--- src/rtl/prio_enc_pkg.sv ---
// Shared constants and helpers for the registered priority-encoder queue.
// Optional round-robin arbitration is enabled by PRIO_ENC_ROUND_ROBIN_EN (see prio_enc_queue).
package prio_enc_pkg;

  localparam int DEF_WIDTH = 8;
  localparam int DEF_CNT_W = 8;
  localparam int MAX_WIDTH = 64;
  localparam int MAX_IDX_W = 6;

  function automatic int idx_w(input int width);
    return (width <= 2) ? 1 : $clog2(width);
  endfunction

  // Returns a one-hot vector of up to MAX_WIDTH bits; out-of-range indices give zero.
  function automatic logic [MAX_WIDTH-1:0] onehot(input logic [MAX_IDX_W-1:0] idx,
                                                  input int width);
    logic [MAX_WIDTH-1:0] r;
    r = '0;
    if (int'(idx) < width) begin
      r[idx] = 1'b1;
    end
    return r;
  endfunction

endpackage

--- src/rtl/prio_find.sv ---
// Combinational find-first-set: searches mask downward from start, wrapping
// from bit 0 to bit WIDTH-1.
module prio_find
  import prio_enc_pkg::*;
#(
  parameter  int WIDTH = DEF_WIDTH,
  localparam int IDX_W = idx_w(WIDTH)
) (
  input  logic [WIDTH-1:0] mask,
  input  logic [IDX_W-1:0] start,
  output logic             found,
  output logic [IDX_W-1:0] idx
);

  logic [WIDTH-1:0] lo_sel;
  logic [WIDTH-1:0] hi_sel;
  logic             lo_found;
  logic             hi_found;
  logic [IDX_W-1:0] lo_idx;
  logic [IDX_W-1:0] hi_idx;

  // lo_sel covers start..0 (searched first), hi_sel covers WIDTH-1..start+1 (after wrap).
  for (genvar gi = 0; gi < WIDTH; gi++) begin : g_split
    assign lo_sel[gi] = mask[gi] && (IDX_W'(gi) <= start);
    assign hi_sel[gi] = mask[gi] && (IDX_W'(gi) > start);
  end

  always_comb begin
    lo_found = 1'b0;
    hi_found = 1'b0;
    lo_idx   = '0;
    hi_idx   = '0;
    for (int k = 0; k < WIDTH; k++) begin
      if (lo_sel[k]) begin
        lo_found = 1'b1;
        lo_idx   = IDX_W'(k);
      end
      if (hi_sel[k]) begin
        hi_found = 1'b1;
        hi_idx   = IDX_W'(k);
      end
    end
  end

  assign found = lo_found | hi_found;
  assign idx   = lo_found ? lo_idx : hi_idx;

endmodule

--- src/rtl/prio_enc_queue.sv ---
// Registered priority-encoder queue: latches requests, grants one index per handshake.
// Define PRIO_ENC_ROUND_ROBIN_EN for round-robin search; default is fixed MSB-first priority.
module prio_enc_queue
  import prio_enc_pkg::*;
#(
  parameter  int WIDTH = DEF_WIDTH,
  parameter  int CNT_W = DEF_CNT_W,
  localparam int IDX_W = idx_w(WIDTH)
) (
  input  logic             clk,
  input  logic             rst,
  input  logic [WIDTH-1:0] req_in,
  input  logic             req_vld,
  input  logic             out_rdy,
  output logic             out_vld,
  output logic [IDX_W-1:0] out_idx,
  output logic [WIDTH-1:0] pending,
  output logic             overflow,
  output logic [CNT_W-1:0] drop_cnt
);

  logic             out_vld_reg,  out_vld_next;
  logic [IDX_W-1:0] out_idx_reg,  out_idx_next;
  logic [WIDTH-1:0] pending_reg,  pending_next;
  logic             overflow_reg, overflow_next;
  logic [CNT_W-1:0] drop_cnt_reg, drop_cnt_next;

  logic             load;
  logic             grant;
  logic             found;
  logic [IDX_W-1:0] pick;
  logic [IDX_W-1:0] search_start;
  logic [WIDTH-1:0] clr_mask;
  logic [WIDTH-1:0] set_mask;
  logic             dup;

`ifdef PRIO_ENC_ROUND_ROBIN_EN
  logic [IDX_W-1:0] last_grant_reg;

  assign search_start = (last_grant_reg == '0) ? IDX_W'(WIDTH - 1)
                                               : last_grant_reg - IDX_W'(1);

  always_ff @(posedge clk or posedge rst) begin
    if (rst) begin
      last_grant_reg <= '0;
    end else if (grant) begin
      last_grant_reg <= pick;
    end
  end
`else
  assign search_start = IDX_W'(WIDTH - 1);
`endif

  prio_find #(
    .WIDTH (WIDTH)
  ) u_find (
    .mask  (pending_reg),
    .start (search_start),
    .found (found),
    .idx   (pick)
  );

  assign load     = !out_vld_reg || out_rdy;
  assign grant    = load && found;
  assign clr_mask = grant ? WIDTH'(onehot(MAX_IDX_W'(pick), WIDTH)) : '0;
  assign set_mask = req_vld ? req_in : '0;
  // A bit being granted this edge is free to take a new request without counting as a drop.
  assign dup      = |(set_mask & pending_reg & ~clr_mask);

  always_comb begin
    out_vld_next  = out_vld_reg;
    out_idx_next  = out_idx_reg;
    pending_next  = (pending_reg & ~clr_mask) | set_mask;
    overflow_next = dup;
    drop_cnt_next = drop_cnt_reg;
    if (load) begin
      out_vld_next = found;
    end
    if (grant) begin
      out_idx_next = pick;
    end
    if (dup && (drop_cnt_reg != {CNT_W{1'b1}})) begin
      drop_cnt_next = drop_cnt_reg + CNT_W'(1);
    end
  end

  always_ff @(posedge clk or posedge rst) begin
    if (rst) begin
      out_vld_reg  <= 1'b0;
      out_idx_reg  <= '0;
      pending_reg  <= '0;
      overflow_reg <= 1'b0;
      drop_cnt_reg <= '0;
    end else begin
      out_vld_reg  <= out_vld_next;
      out_idx_reg  <= out_idx_next;
      pending_reg  <= pending_next;
      overflow_reg <= overflow_next;
      drop_cnt_reg <= drop_cnt_next;
    end
  end

  assign out_vld  = out_vld_reg;
  assign out_idx  = out_idx_reg;
  assign pending  = pending_reg;
  assign overflow = overflow_reg;
  assign drop_cnt = drop_cnt_reg;

endmodule

--- config.mk ---
export PLATFORM = sky130hd
export DESIGN_NAME = prio_enc_queue
export DESIGN_NICKNAME = d
export VERILOG_FILES = /design/src/rtl/prio_enc_pkg.sv /design/src/rtl/prio_find.sv /design/src/rtl/prio_enc_queue.sv
export SDC_FILE = /design/constraint.sdc
export NUM_CORES = 1
export LEC_CHECK = 0
export ABC_AREA = 1
export CAP_MARGIN = 0
export CORE_AREA = 2 2 53 55
export CTS_BUF_LIST = sky130_fd_sc_hd__clkbuf_4 sky130_fd_sc_hd__clkbuf_8 sky130_fd_sc_hd__clkbuf_16
export DETAILED_ROUTE_END_ITERATION = 16
export DIE_AREA = 0 0 55 57
export PLACE_DENSITY = 0.81
export SLEW_MARGIN = 40
export SYNTH_ARGS = -nofsm -noshare
export SYNTH_HDL_FRONTEND = slang
export SYNTH_SLANG_ARGS = --single-unit
--- constraint.sdc ---
create_clock -name clk -period 2.9 [get_ports clk]
set_clock_uncertainty 0.1 [all_clocks]
set_input_delay 0.29 -clock clk [delete_from_list [all_inputs] [get_ports clk]]
set_output_delay 0.29 -clock clk [all_outputs]
set_load 0.005 [all_outputs]
==> results of run 1 <==
[cells by family (layout without fill, tap and decap cells)]
family | after synthesis | after routing | synth area share [%]
AO/OA/AOI/OAI | 11 | 11 | 5.66
flip-flops | 21 | 21 | 41.7
adder cells (fa/ha/maj) | 1 | 1 | 0.993
buffers and inverters | 26 | 62 | 7.75
AND/OR/NAND/NOR | 104 | 104 | 40.4
XOR/XNOR | 5 | 5 | 3.48
[cell type report]
class | instances | share of cell area, %
Multi-Input combinational cell | 121 | 38.6
Sequential cell | 21 | 31.9
Tap cell | 31 | 2.35
Inverter | 26 | 5.92
Clock buffer | 4 | 1.82
Timing Repair Buffer | 32 | 19.4
[cell usage after synthesis, types with 2 or more instances]
cell type | instances | area, um2
nor2_1 | 10 | 37.5
inv_2 | 4 | 15.0
nand2_2 | 7 | 43.8
xor2_1 | 3 | 26.3
nand2_1 | 54 | 203
nand3_1 | 13 | 65.1
o21ai_0 | 7 | 35.0
dfrtp_1 | 21 | 526
nor3_1 | 5 | 25.0
inv_1 | 21 | 78.8
nand2_4 | 3 | 33.8
nor2_2 | 4 | 25.0
nand4_1 | 2 | 12.5
xnor2_1 | 2 | 17.5
nor2_4 | 2 | 22.5
[layer usage]
layer | track usage [%] | vias to the layer above | share of wire, %
met4 | 6.62 | 0 | 0.74
met5 | 0 | - | 0
li1 | - | 598 | -
met3 | 4.19 | 4 | 6.3
met1 | 26.2 | 545 | 45
met2 | 30.4 | 42 | 48
[worst max path at each step]
stage                                    endpoint  cells past startpoint  slack [ns]                 start
after floorplan           drop_cnt[3]$_DFFE_PP0P_                     14        1.24  pending[3]$_DFF_PP0_
after global placement    drop_cnt[7]$_DFFE_PP0P_                     12        0.84               req_vld
after detailed placement  drop_cnt[0]$_DFFE_PP0P_                     12        0.73               req_vld
after CTS                 drop_cnt[0]$_DFFE_PP0P_                     14        0.96  pending[3]$_DFF_PP0_
after global routing      drop_cnt[0]$_DFFE_PP0P_                     14        0.79  pending[3]$_DFF_PP0_
final                     drop_cnt[0]$_DFFE_PP0P_                     14        0.94  pending[3]$_DFF_PP0_
[per-stage QoR]
stage          cells  setup WS (ns)  total power [mW]  instance area, um2
2_1_floorplan    168           1.24             0.657                1260
3_3_place_gp     231          0.837             0.843                1620
3_5_place_dp     231          0.731             0.859                1620
4_1_cts          235          0.964              1.01                1650
5_1_grt          235          0.786              1.08                1650
6_report         235          0.943              1.00                1650
[cell usage in the layout (no fill, tap or decap)]
cell type        count
nor4_1               1
nand2_1             54
ha_1                 1
a21oi_1              1
nor2_2               4
o21ai_0              7
nand4_1              2
nand3b_1             1
a311oi_1             1
nor2_1              10
a21oi_4              1
xnor2_1              2
nor3b_1              1
inv_2                5
clkbuf_4             4
o22ai_1              1
clkdlybuf4s50_1     32
clkinv_1             1
inv_1               20
nor3_1               5
nand2_4              3
nor2_4               2
xor2_1               3
nor2_8               1
dfrtp_1             21
nand3_1             13
nand2_2              7
[power by group]
| part | total (mW) | leakage (nW) | switching (mW) | internal [mW] |
|---|---|---|---|---|
| registers | 0.442 | 0.234 | 0.0830 | 0.359 |
| logic | 0.412 | 0.592 | 0.190 | 0.221 |
| clock network | 0.147 | 0.0184 | 0.0843 | 0.0627 |
==> flow_summary.ini, run 1 <==
[clock_network]
cts.sinks = 21
cts_setup_buffers = 0
clk_latency_ns = 0.30
ctsHoldBuffers = 0
cts-root-buf = clkbuf_4
path_clk_slew_ns = 0.12
tritoncts = yes
ctsHtreeMaxLevel = 1
post_cts_resized = 0
numCtsBuffers = 3
cts_max_path_buffers = 2

[timing]
final_max_slew_viol_count = 0
fmax_ghz = 0.511
period_needed_ns = 1.96
rsz0062_at_grt = false
finalHoldViolCount = 0
holdWs_ns = 0.195
period_share_pct = 67.5
finalSetupViolations = 0
worst_slew_pin_slew_ns = 0.435
setup_tns_ns = 0
slew_headroom_pct = 71.0

[critical_path]
cp_top_family = simple AND/OR/NAND/NOR gates
cpPeakStageDelay_ns = 0.42
crit_path_start_kind = flip-flop
end_kind = flip-flop
cp.arrival_ns = 2.04
reg2regPathDepth = 14
critPathMaxFanout = 10
cp.required_ns = 2.99
r2r_end = drop_cnt[0]$_DFFE_PP0P_
critPathBufInv = 2
r2r_slack_ns = 0.94
path_cells = nor2_1 -> inv_1 -> nor2_2 -> nand2_1 -> nand3b_1 -> nand2_1 -> nand2_1 -> inv_1 -> nand2_2 -> nor2_4 -> nand2_4 -> nand2_4 -> nand2_1 -> nand2_1
timing.critical_path.mode_cell = nand2_1
path_class = reg2reg
reg2reg_from = pending[3]$_DFF_PP0_
crit_path_top_delay_cell = dfrtp_1

[global_route]
grt_pass1_vias = 1106
grt_antenna_before_repair = 0
overflow = 0
grt_max_degree = 22
grt_pass1_wl_mm = 4.57
grt.total_usage_pct = 19.4

[layout]
area_growth_pct = 30.9
fill_cells = 237
nets = 218
layout.area.seq_um2 = 526
utilization_pct = 63.1
antenna_cells = 0
drive_gt1_share_pct = 13.2
multiInputGateArea_um2 = 637

[run]
drv_cap = 0

[logic_synthesis]
yosysWarningCount = 0
synth_area_per_cell_um2 = 7.50
syn-num-nets = 181
ys_types = 25
synth_cells = 168
async_flop_share_pct = 100
ys_seq_area_share_pct = 41.7
synth_top_flop_cell = dfrtp_1
syn_area_um2 = 1260
ys_ff_latch = 21
synth_edf_count = 0

[floorplan]
dieArea_um2 = 3140
start_util_pct = 48.2
dieHeight_um = 57
io_pins = 33
die_w_um = 55
rows = 19
core-area_um2 = 2620

[pwr]
p_leak_nw = 0.844
ir_worst_vdd_mv = 0.451
power_density_nw_per_um2 = 607

[route]
drt_iter0_drc = 26
dr.pass1.iters = 4
drc = 0
totalWireLength_mm = 2.71
vias = 1189
viasPerCell = 5.06
avgRoutedWirePerCell_um = 11.5
drtAntennaViolNets = 0

[place]
dpl.hpwl_mm = 2.15
numPortBuffers = 32
globalplace.congestion = 0.899

[status]
status = finished, final reports clean

[min_path]
hp-class = in2async
Note: power is estimated with default switching activity, not from simulation.
==> run 2, diff against run 1 <==
--- a/config.mk
+++ b/config.mk
@@ -7,11 +7,11 @@
 export LEC_CHECK = 0
 export ABC_AREA = 1
 export CAP_MARGIN = 0
-export CORE_AREA = 2 2 53 55
+export CORE_AREA = 2 2 55 57
 export CTS_BUF_LIST = sky130_fd_sc_hd__clkbuf_4 sky130_fd_sc_hd__clkbuf_8 sky130_fd_sc_hd__clkbuf_16
 export DETAILED_ROUTE_END_ITERATION = 16
-export DIE_AREA = 0 0 55 57
-export PLACE_DENSITY = 0.81
+export DIE_AREA = 0 0 57 59
+export PLACE_DENSITY = 0.76
 export SLEW_MARGIN = 40
 export SYNTH_ARGS = -nofsm -noshare
 export SYNTH_HDL_FRONTEND = slang
==> constraint.sdc (replaced) <==
create_clock -name clk -period 1.9 [get_ports clk]
set_clock_uncertainty 0.1 [all_clocks]
set_input_delay 0.19 -clock clk [delete_from_list [all_inputs] [get_ports clk]]
set_output_delay 0.19 -clock clk [all_outputs]
set_load 0.005 [all_outputs]
==> flow_summary.ini, run 2 (synthesis results as in run 1) <==
[floorplan]
start_util_pct = 46.5
die_w_um = 57
dieHeight_um = 59
core-area_um2 = 2710
io_pins = 33
rows = 19
dieArea_um2 = 3360

[critical_path]
critPathMaxFanout = 8
end_kind = flip-flop
crit_path_start_kind = flip-flop
path_class = reg2reg
cp.required_ns = 2.06
cp.arrival_ns = 2.02

[pwr]
ir_worst_vdd_mv = 0.731
p_total_mw = 1.61
power_density_nw_per_um2 = 883
p_leak_nw = 0.907

[timing]
slew_headroom_pct = 75.8
finalSetupViolations = 0
worst_slew_pin_slew_ns = 0.361
rsz0062_at_grt = true
final_max_slew_viol_count = 0
period_share_pct = 98.0
fin_ws_ns = 0.0378
fmax_ghz = 0.537
period_needed_ns = 1.86
setup_tns_ns = 0
finalHoldViolCount = 0
holdWs_ns = 0.104

[clock_network]
tritoncts = yes
cts.sinks = 21
cts-root-buf = clkbuf_4
cts_max_path_buffers = 2
path_clk_slew_ns = 0.12
ctsHtreeMaxLevel = 1
clk_latency_ns = 0.31
ctsHoldBuffers = 0
numCtsBuffers = 3

[global_route]
grt_busiest_layer = met2
use_met2_pct = 35.0
grt_pass1_vias = 1197
overflow = 0
use_met3_pct = 3.06
grt_antenna_before_repair = 0
grt_pass1_wl_mm = 5.04
grt_max_degree = 22
grt.total_usage_pct = 18.9
globalRouteMet1Util_pct = 22.5

[route]
drtAntennaViolNets = 0
dr.pass1.iters = 4
vias = 1286
viasPerCell = 5.19
drc = 0
avgRoutedWirePerCell_um = 13.5
drt_iter0_drc = 57
totalWireLength_mm = 3.35

[layout]
fill_cells = 231
nets = 231
mostFrequentLayoutCell = nand2_1
drive_gt1_share_pct = 27.6
area_growth_pct = 45.0
mostFrequentLayoutCells = 44 x nand2_1, 32 x clkdlybuf4s50_1, 19 x dfrtp_1, 18 x inv_1, 18 x nand2_2
antenna_cells = 0
fin_area_um2 = 1830

[place]
placed_cell_area_um2 = 1660
pre_cts_ws_ns = -0.0703
numPortBuffers = 32
dpl.hpwl_mm = 2.28
globalplace.congestion = 0.874

[status]
status = finished, final reports clean

[min_path]
hp-class = in2async

[run]
drv_cap = 0
-- run 2: final timing paths --
kind	to	depth (start not counted)	slack (ns)	startpoint
worst max-delay path	drop_cnt[0]$_DFFE_PP0P_	13	0.04	pending[6]$_DFF_PP0_
worst min-delay path	out_idx[0]$_DFFE_PP0P_	3	0.10	rst
worst max register to register	drop_cnt[0]$_DFFE_PP0P_	13	0.04	pending[6]$_DFF_PP0_
worst min register to register	out_idx[1]$_DFFE_PP0P_	2	0.40	out_idx[1]$_DFFE_PP0P_
max in group asynchronous	pending[2]$_DFF_PP0_	3	1.36	rst
min in group clk	pending[2]$_DFF_PP0_	3	0.34	req_in[2]
-- run 2: area by class of cell --
class	count	area (um2)	share of cell area [%]
Tap cell	31	38.8	2.12
Inverter	26	97.6	5.34
Clock buffer	3	22.5	1.23
Clock inverter	1	5.00	0.274
Timing Repair Buffer	44	410	22.5
Sequential cell	21	528	28.9
Multi-Input combinational cell	122	724	39.7
-- run 2: repair_timing --
item,in CTS,in global routing
setup buffers,0,6
setup endpoints to repair,0,8
gates resized for setup,0,26
-- run 2: critical path, stage by stage (launching register included) --
cell	delay, ns
dfrtp_1	0.42
inv_2	0.13
nand2_4	0.10
inv_2	0.06
nand3_2	0.08
nor3b_2	0.18
nand2_1	0.11
nand2_1	0.09
nand2_2	0.06
nor2_4	0.15
nand2_4	0.10
nand2_8	0.11
nand2_1	0.06
nand2_1	0.06
-- run 2: stage by stage --
step	instances	utilization, %
floorplan	168	-
global placement	237	61.4
CTS	241	62.4
global route	248	67.4
finish	248	67.4
detailed placement	237	61.4
-- run 2: layer usage --
layer	routed length, um	vias to the layer above
met1	1410	616
met4	50	0
li1	-	627
met2	1760	34
met3	129	9
met5	0	-
-- run 2: power breakdown --
part           switching [mW]  internal, mW
Combinational           0.326         0.381
Clock                   0.143        0.0786
Sequential              0.135         0.549
Total                   0.605          1.01
